## config.mk

```make
export PLATFORM = sky130hd
export DESIGN_NAME = mem_port_arbiter
export DESIGN_NICKNAME = d
export VERILOG_FILES = /design/src/rtl/mem_port_arbiter.sv
export SDC_FILE = /design/constraint.sdc
export NUM_CORES = 1
export LEC_CHECK = 0
export CAP_MARGIN = 10
export CORE_AREA = 2 2 106 108
export CTS_BUF_LIST = sky130_fd_sc_hd__clkbuf_8
export DETAILED_ROUTE_END_ITERATION = 10
export DIE_AREA = 0 0 108 110
export PLACE_DENSITY = 0.62
export SLEW_MARGIN = 20
export SYNTH_ARGS = -nofsm -noshare
export SYNTH_HDL_FRONTEND = slang
export SYNTH_SLANG_ARGS = --single-unit
```

## constraint.sdc

```tcl
create_clock -name clk -period 2.35 [get_ports clk]
set_input_delay 0.3525 -clock clk [delete_from_list [all_inputs] [get_ports clk]]
set_output_delay 0.3525 -clock clk [all_outputs]
set_load 0.01 [all_outputs]
```

## src/rtl/mem_port_arbiter.sv

```systemverilog
// Two-requester arbiter for the shared word-addressed memory port.
// Combinational grant in the request cycle; fixed-latency read data routed back by an owner tag pipe.
module mem_port_arbiter #(
    parameter int unsigned RD_LAT       = 1,
    parameter int unsigned M0_PRIORITY  = 1,
    parameter int unsigned STARVE_LIMIT = 8
) (
    input  logic        clk,
    input  logic        rst_n,

    input  logic        m0_req,
    input  logic        m0_we,
    input  logic [31:0] m0_addr,
    input  logic [1:0]  m0_size,
    input  logic [31:0] m0_wdata,
    output logic        m0_gnt,
    output logic        m0_rvalid,

    input  logic        m1_req,
    input  logic        m1_we,
    input  logic [31:0] m1_addr,
    input  logic [1:0]  m1_size,
    input  logic [31:0] m1_wdata,
    output logic        m1_gnt,
    output logic        m1_rvalid,

    output logic        mem_req,
    output logic        mem_we,
    output logic [31:0] mem_addr,
    output logic [1:0]  mem_size,
    output logic [31:0] mem_wdata,
    input  logic        mem_ready,
    input  logic [31:0] mem_rdata,

    output logic [31:0] rdata
);

    localparam int unsigned CNT_W = (STARVE_LIMIT == 0) ? 1 : $clog2(STARVE_LIMIT + 1);

    typedef enum logic {
        OWN_M0 = 1'b0,
        OWN_M1 = 1'b1
    } owner_e;

    logic             sel_m1;
    logic             accept;
    logic             rd_accept;
    owner_e           last_gnt;
    logic [CNT_W-1:0] starve_cnt;
    logic [CNT_W-1:0] starve_cnt_nxt;
    logic [RD_LAT-1:0] tag_valid;
    logic [RD_LAT-1:0] tag_owner;

    // Requester selection; M0 is the default when nobody asks
    always_comb begin
        sel_m1 = 1'b0;
        if (M0_PRIORITY != 0) begin
            if (STARVE_LIMIT != 0) begin
                sel_m1 = m1_req & (~m0_req | (starve_cnt == CNT_W'(STARVE_LIMIT)));
            end else begin
                sel_m1 = m1_req & ~m0_req;
            end
        end else begin
            sel_m1 = m1_req & (~m0_req | (last_gnt == OWN_M0));
        end
    end

    // Command forwarding and grants, all forced quiet while reset is held
    always_comb begin
        mem_req   = rst_n & (m0_req | m1_req);
        mem_we    = sel_m1 ? m1_we    : m0_we;
        mem_addr  = sel_m1 ? m1_addr  : m0_addr;
        mem_size  = sel_m1 ? m1_size  : m0_size;
        mem_wdata = sel_m1 ? m1_wdata : m0_wdata;
        m0_gnt    = rst_n & ~sel_m1 & m0_req & mem_ready;
        m1_gnt    = rst_n &  sel_m1 & m1_req & mem_ready;
        accept    = mem_req & mem_ready;
        rd_accept = accept & ~mem_we;
    end

    // Starvation counter only advances on cycles where memory could have taken M1
    always_comb begin
        starve_cnt_nxt = starve_cnt;
        if (m1_gnt) begin
            starve_cnt_nxt = '0;
        end else if (m1_req & m0_req & mem_ready & (starve_cnt < CNT_W'(STARVE_LIMIT))) begin
            starve_cnt_nxt = starve_cnt + CNT_W'(1);
        end
    end

    always_ff @(posedge clk or negedge rst_n) begin
        if (!rst_n) begin
            starve_cnt <= '0;
            last_gnt   <= OWN_M1;
        end else begin
            starve_cnt <= starve_cnt_nxt;
            if (m0_gnt) begin
                last_gnt <= OWN_M0;
            end else if (m1_gnt) begin
                last_gnt <= OWN_M1;
            end
        end
    end

    // Read-return tag pipe: shifts every cycle, stage 0 captures the accepted read
    always_ff @(posedge clk or negedge rst_n) begin
        if (!rst_n) begin
            tag_valid <= '0;
            tag_owner <= '0;
        end else begin
            for (int unsigned i = 1; i < RD_LAT; i++) begin
                tag_valid[i] <= tag_valid[i-1];
                tag_owner[i] <= tag_owner[i-1];
            end
            tag_valid[0] <= rd_accept;
            tag_owner[0] <= sel_m1;
        end
    end

    always_comb begin
        m0_rvalid = rst_n & tag_valid[RD_LAT-1] & ~tag_owner[RD_LAT-1];
        m1_rvalid = rst_n & tag_valid[RD_LAT-1] &  tag_owner[RD_LAT-1];
        rdata     = mem_rdata;
    end

endmodule

```

Yosys cells after proc, flatten, opt, wreduce, memory -nomap -nowiden. Index checks and enable logic that the tools add are counted.

Register bits after elaboration: 6. Bits of input ports: 171. Logic and storage cells: 35.

Reductions and logical operators: 1. Muxes and demuxes: 6. Bitwise operators: 22. $add $sub $neg: 1. $lt $le $gt $ge: 1. Eq/ne operators: 1.

Operator list (count): two-way mux 32 bit (2); AND 1 bit (16); two-way mux 4 bit (2); adder 4 x 1 -> 4 bit, second input constant (1); == test 4 bit, second input constant (1); < comparator 4 bit, second input constant (1); inverter 1 bit (4); two-way mux 2 bit (1); OR 1 bit (2); nonzero test 2 bit (1); two-way mux 1 bit (1).

Depth between registers and ports, before layout.
Depth after elaboration: 7. Depth in mapped cells: 6.

Least setup slack after synthesis. Ideal clock, no wire load.

Path type: register to output. Start: reg starve_cnt[0]. End: out mem_wdata[29]. Slack: 0.464 ns. Buffers on the path: 1. Data arrival time: 1.533 ns. Cell stages (with the launch flop): 7. Path through: dfrtp_1 > inv_1 > ha_1 > nand3b_1 > a21oi_2 > buf_4 > mux2_1.

Word-level cells in the longest chain between the ends: 4.

RTL lines: start: declaration (line 49) `logic [CNT_W-1:0] starve_cnt;`; start signal: assignment (line 96) `starve_cnt <= starve_cnt_nxt;`; == test 4 bit (line 59) `sel_m1 = m1_req & (~m0_req | (starve_cnt == CNT_W'(STARVE_LIMIT)));`; OR 1 bit (line 59); AND 1 bit (line 59); two-way mux 32 bit (line 74) `mem_wdata = sel_m1 ? m1_wdata : m0_wdata;`; end: declaration (line 31) `output logic [31:0] mem_wdata,`.

Every way passes these cells.

Worst setup path after layout.
Start: reg starve_cnt[1]. End: out mem_wdata[25].

The elaborated chain is that of the path after synthesis.

==> results.py <==
metrics = {
    "worst_setup_path": {
        "worstPathRequired_ns": 2.00,
        "path_cells": "inv_2 -> ha_4 -> nand3b_1 -> a21oi_4 -> buf_6 -> buf_6 -> buf_16 -> buf_6 -> mux2_4 -> buf_6",
        "crit_family": "buffers and inverters",
        "critPathSlowestCell": "dfrtp_1",
        "crit_fanout": 5,
        "crit_start": "starve_cnt[1]",
        "cp-start-kind": "flip-flop",
        "r2r_start": "starve_cnt[1]",
        "slowest_delay_ns": 0.38,
        "worst_ep_arrival_time_ns": 2.06,
        "end_kind": "primary output",
        "crit_type": "reg -> out",
        "path_common_cell": "buf_6",
        "worst-path-buf-inv": 6,
    },
    "die": {
        "io_pins": 275,
        "core_area_um2": 10700,
        "dieArea_um2": 11900,
        "fp.dieH_um": 110,
        "start_util_pct": 13.0,
        "rows": 38,
        "die_w_um": 108,
    },
    "routing": {
        "drt_wl_total_mm": 7.45,
        "detail_route.wl_per_cell_um": 15.0,
        "antenna_left": 0,
        "route.detailed.drc": 0,
        "dr_total_vias": 1904,
        "vias_per_cell": 3.82,
        "drt-pass1-iter-count": 4,
        "drt_iter0_drc": 43,
    },
    "outcome": {
        "violations": "negative setup slack",
        "outcome": "finished with violations",
    },
    "synth": {
        "ys_top_cells_by_area": "mux2_2 (50%), buf_4 (21%), dfrtp_1 (11%)",
        "synth-seq-cells": 6,
        "syn-cell-area_um2": 1390,
        "synth.avg_cell_area_um2": 9.79,
        "synth.yosys.warnings": 0,
        "yosysSeqAreaShare_pct": 10.8,
        "synth_top_cell_area_share_pct": 50.2,
        "synth_top_cell_by_area": "mux2_2",
        "syn_nets": 315,
        "syn_inst": 142,
        "ys_types": 21,
    },
    "clock_network": {
        "root_buffer": "clkbuf_8",
        "tritoncts": "done",
        "htreeDepth": 1,
        "cts_buffers": 3,
        "cts_buffer_depth": 2,
        "cts_sinks": 6,
        "postCtsHoldBufs": 0,
        "clk_pin_slew_ns": 0.04,
        "clkLatencyLatePin_ns": 0.22,
    },
    "timing": {
        "fin_ws_ns": -0.0595,
        "finalCriticalPeriod_ns": 2.41,
        "clock-skew-final_ns": 0.00234,
        "slew_headroom_pct": 81.3,
        "fin_crit_sh_pct": 103,
        "slew_viol_final": 0,
        "tightest_slew_ns": 0.279,
        "hold_violations": 0,
        "rsz0062_at_grt": "yes",
        "max_freq_ghz": 0.415,
        "final-setup-viol-count": 25,
    },
    "place": {
        "post-dp-hpwl_mm": 5.78,
        "place_ws_ns": -0.243,
        "gp_congestion": 0.721,
        "port-buffer-count": 210,
    },
    "pwr": {
        "finalPower_mw": 1.31,
        "leakage_nw": 1.84,
        "p_per_area_nw_per_um2": 312,
        "vdd_ir_drop_max_uv": 174,
    },
    "global_route": {
        "track_usage_pct": 11.0,
        "grt_pass1_vias": 2064,
        "antenna_found_initial": 0,
        "grt_max_degree": 15,
        "grt_overflow": 0,
        "grt_pass1_wl_mm": 10.2,
    },
    "final_layout": {
        "drive_gt1_share_pct": 51.1,
        "fin_nets": 533,
        "diodes": 0,
        "fillCellCount": 1044,
        "syn_to_final_growth_pct": 202,
    },
    "worst_hold_path": {
        "hold_class": "in -> async",
    },
    "job": {
        "cap_violations": 0,
    },
}
synth_stat cells:
library cell  instances
nand2_1               2
and3_1                2
nor2_1                5
nand4b_1              1
mux2i_1               2
nand3_1               1
dfrtp_1               6
buf_4                39
a21oi_1               1
mux2_2               62
a211oi_1              1
inv_1                 4
xnor2_1               1
o21a_1                1
ha_1                  2
mux2_1                5
o21ai_0               1
nand3b_1              3
a21oi_2               1
or3_1                 1
a41oi_1               1
final cells by class:
class	instances	area, um^2	share of cell area (%)
Inverter	4	15.0	0.358
Clock buffer	3	41.3	0.985
Sequential cell	6	150	3.58
Timing Repair Buffer	252	2690	64.2
Tap cell	140	175	4.18
Multi-Input combinational cell	93	1120	26.7
sequential cells by signal, summed over array words and instances, names as in the netlist:
name	count
tag_owner	1
starve_cnt	4
tag_valid	1
power by group:
part           total [mW]  leakage (nW)  internal (mW)  switching [mW]
Clock               0.151        0.0216          0.110          0.0416
Combinational       0.999          1.74          0.686           0.314
Sequential          0.156        0.0786          0.134          0.0217
Total                1.31          1.84          0.930           0.377
routing by layer:
metal  global-route usage [%]  up-vias  wire length, um
met5                        0        -                0
met2                     21.9      123             4140
met4                     2.01        0               76
li1                         -      909                -
met1                     11.7      862             2530
met3                     2.59       10              698
per-stage QoR:
| step | setup TNS (ns) | util (%) | instance area [um^2] | hold slack, ns | instances |
|---|---|---|---|---|---|
| after floorplan | 0 | - | 1390 | 0.0569 | 142 |
| final | -0.929 | 39.2 | 4190 | 0.451 | 498 |
| after CTS | -2.42 | 37.6 | 4020 | 0.450 | 493 |
| after global routing | -5.38 | 39.2 | 4190 | 0.460 | 498 |
| after detailed placement | -13.22 | 33.8 | 3620 | 0.531 | 478 |
| after global placement | -13.58 | 33.8 | 3620 | 0.512 | 478 |
path summary, 6_finish.rpt:
check,to,slack [ns],cells past startpoint
max,mem_wdata[25],-0.06,10
min,starve_cnt[3],0.45,2
max reg2reg,tag_valid,0.59,10
min reg2reg,starve_cnt[3],0.53,2
max in group asynchronous,starve_cnt[1],1.76,2
min in group clk,starve_cnt[3],0.53,2
cell usage in the layout, fill, tap and decap left out, types with 2 or more instances in the layout:
cell type	n
mux2i_1	2
nand3b_1	3
clkdlybuf4s50_1	141
dfrtp_1	6
inv_1	2
buf_6	71
clkbuf_8	3
buf_4	13
buf_12	9
buf_8	4
nor2_1	5
mux2_2	23
buf_16	2
inv_2	2
mux2_4	44
buf_2	8
nand2_1	2
and3_1	2
cell families (layout without fill, tap and decap cells):
group,Yosys count,after routing,share of synthesized area (%)
DFF,6,6,10.8
adders and majority gates,2,2,1.80
muxes,69,69,55.7
AOI/OAI and AO/OA,6,6,3.06
xor gates and xnor gates,1,1,0.630
buffers and inverters,43,259,22.1
and+or+nand+nor,15,15,5.85
repair_timing:
| item | CTS | global route |
|---|---|---|
| setup buffers | 9 | 6 |
| gates resized for setup | 372 | 35 |
| setup endpoints to repair | 69 | 66 |
| gates cloned | 3 | 1 |
| pin swaps | 1 | 2 |
No activity file was read; power rests on OpenSTA's default activity.
